$ cat src/rtl/eth_pkg.sv
// Shared types and constants for the RMII packet checker and its CRC sub-module.
package eth_pkg;

  typedef enum logic [1:0] {
    ST_IDLE     = 2'd0,
    ST_PREAMBLE = 2'd1,
    ST_DATA     = 2'd2,
    ST_DROP     = 2'd3
  } state_t;

  typedef logic [11:0] byte_idx_t;

  localparam logic [1:0]  PREAMBLE_DIBIT = 2'b01;
  localparam logic [1:0]  SFD_DIBIT      = 2'b11;
  localparam logic [31:0] CRC_INIT       = 32'hFFFF_FFFF;
  localparam logic [31:0] CRC_RESIDUE    = 32'hDEBB_20E3;
  localparam logic [31:0] CRC_POLY       = 32'hEDB8_8320;
  localparam int          FCS_BYTES      = 4;

endpackage

$ cat src/rtl/eth_crc32.sv
// Reflected CRC-32 register advanced by one RMII dibit per clock, bit 0 first.
module eth_crc32
  import eth_pkg::*;
(
  input  logic        clk50,
  input  logic        reset,
  input  logic        clear,
  input  logic        en,
  input  logic [1:0]  din,
  output logic [31:0] crc
);

  logic [31:0] r_crc;

  function automatic logic [31:0] crc_dibit(input logic [31:0] c, input logic [1:0] d);
    logic [31:0] v;
    v = c;
    for (int i = 0; i < 2; i++) begin
      v = (v >> 1) ^ (((v[0] ^ d[i]) == 1'b1) ? CRC_POLY : 32'h0);
    end
    return v;
  endfunction

  always_ff @(posedge clk50) begin
    if (reset || clear) begin
      r_crc <= CRC_INIT;
    end else if (en) begin
      r_crc <= crc_dibit(r_crc, din);
    end
  end

  assign crc = r_crc;

endmodule

$ cat src/rtl/eth_packet_check.sv
// RMII receive checker: syncs on preamble/SFD, checks an incrementing byte pattern and counts packets.
// Define ETH_CHECK_CRC_EN to treat the last four bytes as FCS and require a valid CRC-32 residue.
module eth_packet_check
  import eth_pkg::*;
#(
  parameter int PACKET_COUNT  = 5,
  parameter int PACKET_LENGTH = 145
) (
  input  logic       clk50,
  input  logic       reset,
  input  logic [1:0] rx,
  input  logic       crs_dv,
  output logic [8:0] pkt_count,
  output logic [8:0] err_count,
  output logic       error,
  output logic       done
);

`ifdef ETH_CHECK_CRC_EN
  localparam int TOTAL_LEN = PACKET_LENGTH + FCS_BYTES;
`else
  localparam int TOTAL_LEN = PACKET_LENGTH;
`endif
  localparam byte_idx_t TOTAL_IDX = byte_idx_t'(TOTAL_LEN);

  state_t    r_state;
  state_t    w_next;
  logic      r_armed;
  logic [1:0] r_phase;
  logic [5:0] r_shift;
  byte_idx_t r_idx;
  logic      r_bad;
  logic [8:0] r_pkt_count;
  logic [8:0] r_err_count;
  logic      r_error;

  logic       w_sfd;
  logic       w_rx_dibit;
  logic       w_eval;
  logic       w_byte_done;
  logic       w_good;
  logic [7:0] w_byte;
  logic       w_crc_ok;
  logic       w_cmp_en;
  logic [7:0] w_cmp_byte;
  logic [7:0] w_cmp_lo;

  function automatic logic [8:0] sat_inc(input logic [8:0] v);
    return (v == 9'h1FF) ? v : v + 9'd1;
  endfunction

  always_ff @(posedge clk50) begin
    if (reset) begin
      r_state <= ST_IDLE;
    end else begin
      r_state <= w_next;
    end
  end

  // Frames are only accepted once crs_dv has been seen low since reset or the last frame.
  always_comb begin
    w_next = r_state;
    case (r_state)
      ST_IDLE: begin
        if (crs_dv && r_armed) begin
          w_next = (rx == PREAMBLE_DIBIT) ? ST_PREAMBLE : ST_DROP;
        end
      end
      ST_PREAMBLE: begin
        if (!crs_dv) begin
          w_next = ST_IDLE;
        end else if (rx == SFD_DIBIT) begin
          w_next = ST_DATA;
        end else if (rx != PREAMBLE_DIBIT) begin
          w_next = ST_DROP;
        end
      end
      ST_DATA, ST_DROP: begin
        if (!crs_dv) begin
          w_next = ST_IDLE;
        end
      end
      default: w_next = ST_IDLE;
    endcase
  end

  always_comb begin
    w_sfd      = 1'b0;
    w_rx_dibit = 1'b0;
    w_eval     = 1'b0;
    case (r_state)
      ST_PREAMBLE: w_sfd = crs_dv && (rx == SFD_DIBIT);
      ST_DATA: begin
        w_rx_dibit = crs_dv;
        w_eval     = !crs_dv;
      end
      default: ;
    endcase
  end

  assign w_byte      = {rx, r_shift};
  assign w_byte_done = w_rx_dibit && (r_phase == 2'd3);

`ifdef ETH_CHECK_CRC_EN
  logic [31:0] w_crc;
  logic [31:0] r_dly;

  eth_crc32 u_crc32 (
    .clk50 (clk50),
    .reset (reset),
    .clear (w_sfd),
    .en    (w_rx_dibit),
    .din   (rx),
    .crc   (w_crc)
  );

  // Payload bytes are compared four bytes late, once they are known not to be FCS.
  always_ff @(posedge clk50) begin
    if (w_byte_done) begin
      r_dly <= {r_dly[23:0], w_byte};
    end
  end

  assign w_crc_ok   = (w_crc == CRC_RESIDUE);
  assign w_cmp_en   = (r_idx >= byte_idx_t'(FCS_BYTES));
  assign w_cmp_byte = r_dly[31:24];
  assign w_cmp_lo   = r_idx[7:0] - 8'(FCS_BYTES);
`else
  assign w_crc_ok   = 1'b1;
  assign w_cmp_en   = 1'b1;
  assign w_cmp_byte = w_byte;
  assign w_cmp_lo   = r_idx[7:0];
`endif

  assign w_good = (r_phase == 2'd0) && (r_idx == TOTAL_IDX) && !r_bad && w_crc_ok;

  always_ff @(posedge clk50) begin
    if (reset) begin
      r_armed     <= 1'b0;
      r_phase     <= 2'd0;
      r_idx       <= '0;
      r_bad       <= 1'b0;
      r_pkt_count <= 9'd0;
      r_err_count <= 9'd0;
      r_error     <= 1'b0;
    end else begin
      r_armed <= !crs_dv || ((r_state == ST_IDLE) && r_armed);
      if (w_sfd) begin
        r_phase <= 2'd0;
        r_idx   <= '0;
        r_bad   <= 1'b0;
      end else if (w_rx_dibit) begin
        r_phase <= r_phase + 2'd1;
        if (w_byte_done) begin
          if (r_idx != '1) begin
            r_idx <= r_idx + byte_idx_t'(1);
          end
          if (r_idx >= TOTAL_IDX) begin
            r_bad <= 1'b1;
          end else if (w_cmp_en && (w_cmp_byte != w_cmp_lo)) begin
            r_bad <= 1'b1;
          end
        end
      end
      if (w_eval) begin
        if (w_good) begin
          r_pkt_count <= sat_inc(r_pkt_count);
        end else begin
          r_err_count <= sat_inc(r_err_count);
          r_error     <= 1'b1;
        end
      end
    end
  end

  always_ff @(posedge clk50) begin
    if (w_rx_dibit) begin
      r_shift <= {rx, r_shift[5:2]};
    end
  end

  assign pkt_count = r_pkt_count;
  assign err_count = r_err_count;
  assign error     = r_error;
  assign done      = (int'(r_pkt_count) >= PACKET_COUNT);

endmodule
$ cat config.mk
export PLATFORM = sky130hd
export DESIGN_NAME = eth_packet_check
export DESIGN_NICKNAME = d
export VERILOG_FILES = /design/src/rtl/eth_pkg.sv /design/src/rtl/eth_crc32.sv /design/src/rtl/eth_packet_check.sv
export SDC_FILE = /design/constraint.sdc
export NUM_CORES = 1
export LEC_CHECK = 0
export CAP_MARGIN = 30
export CORE_AREA = 4 4 70 72
export CTS_CLUSTER_SIZE = 16
export DETAILED_ROUTE_END_ITERATION = 10
export DIE_AREA = 0 0 74 76
export GPL_TIMING_DRIVEN = 0
export PLACE_DENSITY = 0.86
export SYNTH_ARGS = -nofsm -noshare
export SYNTH_HDL_FRONTEND = slang
export SYNTH_SLANG_ARGS = --single-unit
$ cat constraint.sdc
create_clock -name clk50 -period 2.3 [get_ports clk50]
set_input_delay 0.23 -clock clk50 [delete_from_list [all_inputs] [get_ports clk50]]
set_output_delay 0.23 -clock clk50 [all_outputs]
set_load 0.05 [all_outputs]
==> run metrics, run 1 <==
status=completed; RSZ-0062 raised after global routing=no; # setup viols final=0; Final Cell Area=2720 sq um; CP Capture Type=register; peak supply drop=0.444 mV; fraction of registers with async set/reset=0%; initial antenna violation count=0; final hold viol count=0; Die H=76 um; number of clock sinks=43; Post-synth top cells=37 x dfxtp_1, 27 x a21oi_1, 15 x nand3_1, 13 x inv_1, 13 x o31ai_1; post-synthesis sequential area ratio=40.5%; Final Skew=between 0.01 and 0.015 ns; routed len/inst=14.5 um; Area Overhead vs Synth=19.4%; Synth Cell Area=around 2300 sq um; Pwr Density=~530 nW/um^2; Net Sw Frac=22.8%; DRT Pass-1 Iters=4; Leak=0.933 nW; Reg power frac=53.1%; critical path required time=2.54 ns; placed cell areas=2570 sq um; core outline area=4290 sq um; Row Count=24; period utilization=94.8%; via count=about 2000; Fin Hold WS=0.403 ns; Primary FF master, synth=dfxtp_1; Hold Crit Class=input port to register; Max Slew Vio Count=0; largest net degree at the start of global routing=16; CP arrival=2.42 ns; IO Port Bufs=23; DRT antenna net count=0; internal power=1.12 mW; Slew Limit Headroom=45.8%; Max-Cap Viols=0; FMAX=0.459 GHz; latest clock arrival within the worst-skew pair=0.31 ns; CTS tree=built; Yosys top cell area share=between 30% and 40%; Routed WL=4880 um; I/O pin count=25; Comb pwr share=approximately 4.4%; CTS H-tree lvls=2; register bit total from synthesis=between 40 and 50; Post-Synthesis Cells=252; total track usage=18.7%; Die Wd=approximately 74 um; CP startpoint kind=register; Worst Setup Path Type=register to register; Clk pwr share=a little over two fifths; critical-path maximum fanout=10; Initial Util=53.0%; drt drc=0; library cells used by synthesis=46; GP Congestion=between 0.8 and 0.9; WHS Path Cells=3; EDFF count, synth=6; Mapped Avg Cell Area=9.03 sq um; post-DR vias/cell=6.04; NumNets Final=298; Final min period=2.18 ns; diode count=0; Clock Path Buffers=2; Starting DRT DRC Count=149; Worst-path clk slew=~0.1 ns; total power draw=1.45 mW; syn nets=267; Layout Utilization=63.2%; first-pass GRT wire length=around 8500 um; final global-route overflow total=0; P_sw=about 0.33 mW; Die Area=5620 sq um; worst-case reg-to-reg path depth=8; Yosys top cell by area=dfxtp_1; top-count cell post-synth=dfxtp_1; synth warn=0; top cells by area, synth=dfxtp_1 33%, edfxtp_1 7.9%, a21oi_1 5.9%; vias in the first global route=1877; detailed placement HPWL=about 3400 um; Root Driver=clkbuf_8; CTS Buf Count=5; layout cells sized above 1=8.45%; Slew @ Worst Pin=between 0.8 and 0.9 ns
-- final timing paths --
| kind | from | endpoint | slack (ns) |
|---|---|---|---|
| hold / removal | reset | err_count[4] | 0.40 |
| hold reg to reg | error | error | 0.49 |
| setup reg to reg | pkt_count[0] | pkt_count[1] | 0.12 |
| setup / recovery | pkt_count[0] | pkt_count[1] | 0.12 |
-- layout by cell type, fill, tap and decap left out, drive strengths merged, types with 2 or more instances in the layout --
cell type / n
nor2: 11
nor2b: 2
nand3: 15
buf: 6
mux2: 2
or4: 12
a31oi: 2
edfxtp: 6
and3: 3
nand3b: 2
nand2: 7
a21oi: 27
xnor2: 9
and4: 5
ha: 10
nand2b: 6
mux2i: 4
inv: 14
or3: 8
clkdlybuf4s50: 22
dfxtp: 37
nor3: 2
nand4: 7
nor4b: 2
o21ai: 11
clkbuf: 14
o31ai: 13
nor4: 5
-- cell type report --
| type | count | area (sq um) |
|---|---|---|
| Tap cell | 52 | 65.1 |
| Multi-Input combinational cell | 182 | 1250 |
| Clock inverter | 3 | 47.5 |
| Timing Repair Buffer | 24 | 240 |
| Buffer | 14 | 71.3 |
| Inverter | 13 | 48.8 |
| Sequential cell | 43 | 921 |
| Fill cell | 369 | 1580 |
| Clock buffer | 5 | 68.8 |
-- logic make-up after synthesis --
family / share of synthesized area, %
buf+inv: 5.28
compound gates: 16.0
simple gates: 26.1
fa+ha+maj: 5.50
mux: 2.75
xor+xnor: 3.85
flops: 40.5
-- worst max-delay path: stages, from the launching register on --
cell and delay [ns]:
dfxtp_1 0.41, ha_1 0.28, and4_1 0.21, ha_1 0.19
or2_1 0.21, buf_2 0.16, buf_2 0.18, or3_1 0.32
a21oi_1 0.13
-- stage by stage --
stage                     setup WS (ns)  std cells  setup TNS [ns]
after global placement          -0.0159        327         -0.0727
after detailed placement        -0.0577        327          -0.339
after CTS                        0.0415        336               0
after global routing            0.00359        336               0
final                             0.120        336               0
after floorplan                  0.0867        252               0
-- repair_timing --
action | CTS | global route
setup endpoints to repair | 7 | 9
setup buffers | 1 | 0
hold buffers | 0 | 0
pin swaps | 1 | 0
resized for setup | 0 | 4
-- flip-flops by register name, summed over array words and instances (netlist names) --
signal,cells
err_count,9
error,1
pkt_count,9
r_armed,1
r_bad,1
r_idx,12
r_phase,2
r_shift,6
r_state,2
-- per-layer routing --
metal / share of wire [%] / up-vias / global-route usage, % / routed length [um]
met2: 47 / 48 / 29.2 / 2310
met5: 0 / - / 0 / 0
li1: - / 1007 / - / -
met3: 4.3 / 12 / 4.35 / 209
met4: 2.4 / 0 / 7.97 / 116
met1: 46 / 962 / 24.3 / 2240
-- power by group through the flow --
stage | Combinational, mW | Clock, mW | Sequential, mW
2_1_floorplan | 0.0382 | 0 | 0.792
3_3_place_gp | 0.0616 | 0 | 0.789
3_5_place_dp | 0.0634 | 0 | 0.789
4_1_cts | 0.0637 | 0.629 | 0.771
5_1_grt | 0.0713 | 0.662 | 0.772
6_report | 0.0638 | 0.617 | 0.771
Note: power is estimated with default switching activity, not from simulation.
==> inputs of run 2 (changes only) <==
CTS_CLUSTER_SIZE = 12   (was 16)
==> results of run 2 <==
Same layout as run 1: the final DEF is identical, and so are final timing and power.
